[src/rtl/ecb_row_sequencer_pkg.sv]
// Shared definitions for the ECB row sequencer: state encoding, default geometry, counter sizing.
package ecb_row_sequencer_pkg;

  localparam int HSIZE_DEF      = 768;
  localparam int BLOCK_SIZE_DEF = 32;
  localparam int VSIZE_DEF      = 512;

  typedef enum logic [1:0] {
    IDLE  = 2'd0,
    ISSUE = 2'd1,
    WAIT  = 2'd2,
    EMIT  = 2'd3
  } seq_state_e;

  // Counter width for n states; never below 1 bit so a 1-entry count still elaborates.
  function automatic int cnt_w(input int n);
    return (n > 1) ? $clog2(n) : 1;
  endfunction

endpackage

[src/rtl/ecb_row_sequencer.sv]
// Feeds one captured row block-by-block through a single-block ECB core and hands the
// reassembled row to the writer; tracks rows per frame and latches the frame key at row 0.
module ecb_row_sequencer
  import ecb_row_sequencer_pkg::*;
#(
  parameter int HSIZE      = HSIZE_DEF,
  parameter int BLOCK_SIZE = BLOCK_SIZE_DEF,
  parameter int VSIZE      = VSIZE_DEF
) (
  input  logic                  clk,
  input  logic                  rst,
  input  logic                  row_valid,
  input  logic [HSIZE-1:0]      row_data,
  output logic                  row_ready,
  input  logic [BLOCK_SIZE-1:0] key_in,
  output logic                  key_req,
  output logic                  blk_valid,
  output logic [BLOCK_SIZE-1:0] blk_data,
  output logic [BLOCK_SIZE-1:0] blk_key,
  input  logic                  blk_ready,
  input  logic                  res_valid,
  input  logic [BLOCK_SIZE-1:0] res_data,
  output logic                  out_valid,
  output logic [HSIZE-1:0]      out_row,
  input  logic                  out_ready,
  output logic                  frame_done,
  output logic                  proto_err
);

  localparam int NBLK = HSIZE / BLOCK_SIZE;
  localparam int BW   = cnt_w(NBLK);
  localparam int RW   = cnt_w(VSIZE);
  localparam logic [BW-1:0] BLK_LAST = BW'(NBLK - 1);
  localparam logic [RW-1:0] ROW_LAST = RW'(VSIZE - 1);

  if ((HSIZE % BLOCK_SIZE) != 0 || NBLK < 1) begin : g_geom_chk
    $error("ecb_row_sequencer: HSIZE must be a non-zero multiple of BLOCK_SIZE");
  end

  seq_state_e            state;
  logic [BW-1:0]         blk_idx;
  logic [RW-1:0]         row_cnt;
  logic [HSIZE-1:0]      row_buf;
  logic [BLOCK_SIZE-1:0] key_q;

  // Results overwrite their source slice in place, so the buffer becomes the output row.
  always_ff @(posedge clk or posedge rst) begin
    if (rst) begin
      state      <= IDLE;
      blk_idx    <= '0;
      row_cnt    <= '0;
      row_buf    <= '0;
      key_q      <= '0;
      frame_done <= 1'b0;
      proto_err  <= 1'b0;
    end else begin
      frame_done <= 1'b0;
      if (res_valid && state != WAIT) proto_err <= 1'b1;
      case (state)
        IDLE: if (row_valid) begin
          row_buf <= row_data;
          blk_idx <= '0;
          state   <= ISSUE;
          if (row_cnt == '0) key_q <= key_in;
        end
        ISSUE: if (blk_ready) state <= WAIT;
        WAIT: if (res_valid) begin
          row_buf[blk_idx*BLOCK_SIZE +: BLOCK_SIZE] <= res_data;
          if (blk_idx == BLK_LAST) begin
            state <= EMIT;
          end else begin
            blk_idx <= blk_idx + BW'(1);
            state   <= ISSUE;
          end
        end
        EMIT: if (out_ready) begin
          state <= IDLE;
          if (row_cnt == ROW_LAST) begin
            row_cnt    <= '0;
            frame_done <= 1'b1;
          end else begin
            row_cnt <= row_cnt + RW'(1);
          end
        end
        default: state <= IDLE;
      endcase
    end
  end

  // Handshake outputs decode straight from the state register; key_req marks the key-latch cycle.
  assign row_ready = (state == IDLE);
  assign key_req   = (state == IDLE) && row_valid && (row_cnt == '0);
  assign blk_valid = (state == ISSUE);
  assign blk_data  = row_buf[blk_idx*BLOCK_SIZE +: BLOCK_SIZE];
  assign blk_key   = key_q;
  assign out_valid = (state == EMIT);
  assign out_row   = row_buf;

endmodule

[config.mk]
export PLATFORM = sky130hd
export DESIGN_NAME = ecb_row_sequencer
export DESIGN_NICKNAME = d
export VERILOG_FILES = /design/src/rtl/ecb_row_sequencer_pkg.sv /design/src/rtl/ecb_row_sequencer.sv
export SDC_FILE = /design/constraint.sdc
export NUM_CORES = 2
export LEC_CHECK = 0
export BUFFER_PORTS_ARGS = -buffer_cell sky130_fd_sc_hd__buf_2
export CORE_AREA = 2 2 660 662
export DETAILED_ROUTE_END_ITERATION = 10
export DIE_AREA = 0 0 662 664
export PLACE_DENSITY = 0.36
export SYNTH_ARGS = -nofsm -noshare
export SYNTH_HDL_FRONTEND = slang
export SYNTH_SLANG_ARGS = --single-unit
[constraint.sdc]
create_clock -name clk -period 33.5 [get_ports clk]
set_input_delay 1.675 -clock clk [delete_from_list [all_inputs] [get_ports clk]]
set_output_delay 1.675 -clock clk [all_outputs]
set_load 0.1 [all_outputs]
* After elaboration in Yosys (flattened, before gate mapping)
Index checks and enable logic that the tools add are counted.
Storage, ports and cells: register bits after elaboration 818, logic and storage cells 53, output and inout port bits 838, input bits 838
Cells by class: reduce and logical (&&, ||, !) cells 11, equality and inequality tests 11, $add $sub $neg 3, shift-type cells 3, muxes and demuxes 18
Operator list (count):
- 768-bit two-way mux | 2
- 768-bit case mux with 2 select lines | 1
- 768-bit bitwise mux | 1
- 32-bit by 34-bit variable shift with 768-bit output, first input constant | 1
- 32-bit by 34-bit indexed part select with 768-bit output | 1
- 768-bit by 11-bit indexed part select with 32-bit output | 1
- 10-bit negator with 34-bit output | 1
- 5-bit two-way mux | 3
- 2-bit two-way mux | 5
- 5-bit case mux with 2 select lines | 1
- 9-bit by 1-bit adder with 9-bit output, second input constant | 1
- 9-bit equality test, second input constant | 1
- 9-bit logical NOT | 1
- 9-bit two-way mux | 1
- 2-bit != test, second input constant | 4
- 2-bit case mux with 4 select lines | 1
- 4-bit AND reduction | 2
- 3-bit AND reduction | 2
- 5-bit by 1-bit adder with 5-bit output, second input constant | 1
- 5-bit equality test, second input constant | 1
- 2-bit equality test, second input constant | 2
- 2-bit by 1-bit != test with 1-bit output, second input constant | 2
- 1-bit logical AND | 3
- 1-bit two-way mux | 3
- other kinds (4) | 4

* Longest topological paths before layout
depth after elaboration 5, mapped depth 16, gate-level depth less buffers 10

* Worst setup path after synthesis
Ideal clock, no wire load.
path kind register -> output, start reg blk_idx[0], end out blk_data[0], stages on the path, launching flop included 8, required time 31.825 ns, path slack 28.023 ns, arrival 3.802 ns, cells stage by stage dfrtp_1 > clkbuf_1 > buf_2 > buf_2 > buf_2 > mux4_2 > mux2i_1 > o21ai_0
On the way: cells in the longest elaborated chain, start to end 1
RTL lines:
- start, declared | line ecb_row_sequencer.sv:41 | logic [BW-1:0] blk_idx;
- start signal, assigned | line ecb_row_sequencer.sv:72 | blk_idx <= blk_idx + BW'(1);
- 768-bit by 11-bit indexed part select with 32-bit output | line ecb_row_sequencer.sv:94 | assign blk_data = row_buf[blk_idx*BLOCK_SIZE +: BLOCK_SIZE];
- end, declared | line ecb_row_sequencer.sv:18 | output logic [BLOCK_SIZE-1:0] blk_data,
No other way between the ends.

* Worst setup path after layout
start reg blk_idx[1], end out blk_data[18]
The elaborated chain is that of the path after synthesis.

==> metrics.md <==
| Metric | Value |
|---|---|
| Worst EP required | `31.82 ns` |
| Die height | `664 µm` |
| RSZ-0062 raised after global routing | `no` |
| Setup CP Type | `flip-flop to output pin` |
| Clk Latency, worst-skew pair | `0.92 ns` |
| Final nets | `6503` |
| Top cell by count, worst path | `buf_4` |
| Crit path largest cell delay | `0.84 ns` |
| Final WS setup | `roughly 26 ns` |
| Initial antenna violation count | `333` |
| Max cap viols | `0` |
| Dpl cells | `11.3k` |
| Crit-path max FO | `39` |
| Vias in the first global route | `46.8k` |
| Largest net degree at the start of global routing | `122` |
| Row Count | `242` |
| Routed wire per std cell | `41.0 µm` |
| H-tree levels | `3` |
| IO Pins | `1676` |
| Final Setup Violations | `0` |
| Final count of pins violating max slew | `0` |
| Finished Core Util | `0.147` |
| DR iter-0 viols | `5655` |
| Layout cells sized above 1 | `0.455` |
| Worst-path cell chain | `buf_4 -> buf_4 -> buf_4 -> mux4_2 -> mux2i_1 -> o22a_1 -> o21ai_0 -> buf_2` |
| DRC | `0` |
| Via/cell ratio | `4.16` |
| Clk_skew | `approximately 0.081 ns` |
| Final antenna-violating net count | `0` |
| Post-synth net total | `4997` |
| Max Root-Sink Buffers | `4` |
| Largest delay share family, worst path | `buffers and inverters` |
| GR Util All Layers | `0.209` |
| WL final | `478000 µm` |
| Clk sinks | `approximately 820` |
| CTS Hold Bufs | `0` |
| Post-CTS setup buffer count | `0` |
| Fmax | `between 0.1 and 0.15 GHz` |
| Mapped Avg Cell Area | `10.7 µm²` |
| Slew of the pin with the lowest slew margin | `1.29 ns` |
| Async SR Flop Fraction | `1.00` |
| Remaining global-route overflow | `0` |
| Critical path's slowest cell | `dfrtp_4` |
| Chip Width | `662 µm` |
| Buffers & Inverters on Critical Path | `4` |
| Clock slew at reported path FFs | `0.08 ns` |
| Hpwl dp | `395000 µm` |
| EDFF count, synth | `0` |
| Synth Flop Type | `dfrtp_1` |
| Slew HR | `0.119` |
| Area contributors post-synth | `dfrtp_1 (46%), mux4_2 (9.8%), mux2_2 (8.7%), o21ai_0 (5.1%), nand2_1 (4.7%)` |
| First drt pass iteration count | `6` |
| Worst Path Arrival | `5.74 ns` |
| Most frequent cell after synthesis | `dfrtp_1` |
| Area Overhead vs Synth | `44.3%` |
| Setup TNS | `0 ns` |
| Nature of the critical path startpoint | `flip-flop` |
| GPL Wtd Cong | `1.03` |
| Min Tclk post-route | `roughly 7.4 ns` |
| Initial core utilization | `0.102` |
| Clock buffer count from CTS | `around 120` |
| Die ar. | `440000 µm²` |
| Crit. End Element | `output pin` |
| Resized cells post-CTS | `0` |
| Via count | `48.5k` |
| Top post-synthesis cells by count | `dfrtp_1 (818), nand2_1 (551), o21ai_0 (447)` |
| #FFs+latches synth | `818` |
| First-pass GRT wire length | `588000 µm` |
| Fin. Hold Viols | `0` |
| Core area | `433000 µm²` |
| Worst min path class | `flip-flop to flip-flop` |
| Setup WS pre-CTS | `26.44 ns` |
| Period Utilization, post-route | `0.221` |
| Final cell count without fillers | `11.7k` |
| Port Buffers | `1675` |
| Cell variety after synth | `56` |
| Clock Tree Root | `clkbuf_16` |
| CTS tree | `built` |
| Post-synth top area cell | `dfrtp_1` |
| Synth warn | `0` |
| Sequential cell area fraction in the yosys report | `0.463` |
| Share of the synthesized area in the top cell type | `0.463` |
| Mapped Cells | `between 4k and 5k` |
| Status | `complete, no violations` |
| Synth Cell Area | `44200 µm²` |
==> worst register-to-register path, delay by kind of cell (launching register included) <==
| kind | cells | cell delay (ns) |
|---|---|---|
| buffers and inverters | 4 | 1.78 |
| AOI/OAI and AO/OA | 2 | 1.12 |
| and+or+nand+nor | 4 | 0.87 |
| DFF | 1 | 0.84 |
| adders and majority gates | 2 | 0.80 |
==> cell usage in the layout (no fill, tap or decap), types with 7 or more instances in the layout <==
cell | synthesis | final
a21oi_1 | 290 | 289
dfrtp_1 | 818 | 814
nand4_1 | 7 | 7
a2bb2oi_1 | 96 | 96
nor2_1 | 244 | 238
nand3_1 | 11 | 10
o21ai_0 | 447 | 447
clkinv_2 | 0 | 17
nand2_1 | 551 | 538
clkbuf_1 | 291 | 19
ha_1 | 9 | 9
buf_2 | 128 | 1675
clkinvlp_4 | 0 | 9
clkbuf_16 | 0 | 122
clkbuf_8 | 0 | 25
o31ai_4 | 7 | 7
o31ai_1 | 33 | 33
a22o_1 | 64 | 64
nand2_2 | 0 | 10
inv_1 | 12 | 11
clkinv_4 | 0 | 10
a32oi_1 | 224 | 224
mux2i_1 | 99 | 99
o22a_1 | 32 | 32
diode_2 | 0 | 175
bufinv_16 | 0 | 8
mux2_1 | 12 | 12
o21ai_1 | 25 | 25
mux4_2 | 192 | 192
a22oi_1 | 128 | 128
buf_4 | 0 | 137
mux2_2 | 342 | 342
==> final timing paths <==
check	start	to	slack, ns	depth (start not counted)
hold / removal	proto_err	proto_err	0.46	1
setup reg to reg	blk_idx[1]	out_row[598]	27.96	12
max in group asynchronous	rst	out_row[522]	27.60	8
hold reg to reg	proto_err	proto_err	0.46	1
min in group asynchronous	rst	out_row[449]	0.91	2
setup / recovery	blk_idx[1]	blk_data[18]	26.08	8
==> registers in the layout, indices dropped and copies added, names as in the netlist <==
register,cells
out_row,768
blk_key,32
row_cnt,9
blk_idx,5
state,2
frame_done,1
proto_err,1
==> metal layers <==
| layer | share of wire | up-vias | GRT usage |
|---|---|---|---|
| met1 | 0.39 | 25700 | 0.248 |
| met2 | 0.46 | 3030 | 0.336 |
| li1 | - | 18800 | - |
| met4 | 0.055 | 120 | 0.0981 |
| met5 | 0.0016 | - | 0 |
| met3 | 0.096 | 831 | 0.0721 |
==> logic make-up after synthesis <==
kind of cell    share of synthesized area
simple gates                       0.0784
mux                                 0.210
fa+ha+maj                         0.00255
xor+xnor                          0.00116
buf+inv                            0.0415
compound gates                      0.203
flops                               0.463
==> stage by stage <==
| stage | hold slack (ns) | area (µm²) |
|---|---|---|
| 2_1_floorplan | 0.466 | 44200 |
| 3_3_place_gp | 0.453 | 59300 |
| 3_5_place_dp | 0.452 | 59300 |
| 4_1_cts | 0.469 | 63300 |
| 5_1_grt | 0.507 | 63600 |
| 6_report | 0.461 | 63800 |
==> layout make-up <==
class / instances / area, µm²
flip-flops and latches: 818 / 20500
diodes: 175 / 438
clock buffers: 166 / 3470
fillers: 49100 / 369000
inverters: 12 / 52.6
multi-input cells: 2886 / 22100
repair buffers: 1816 / 9490
well taps: 5734 / 7170
clock inverters: 48 / 537
Power is not shown: default switching activity piles up to over one toggle a cycle in this logic, so the estimate is an artifact.
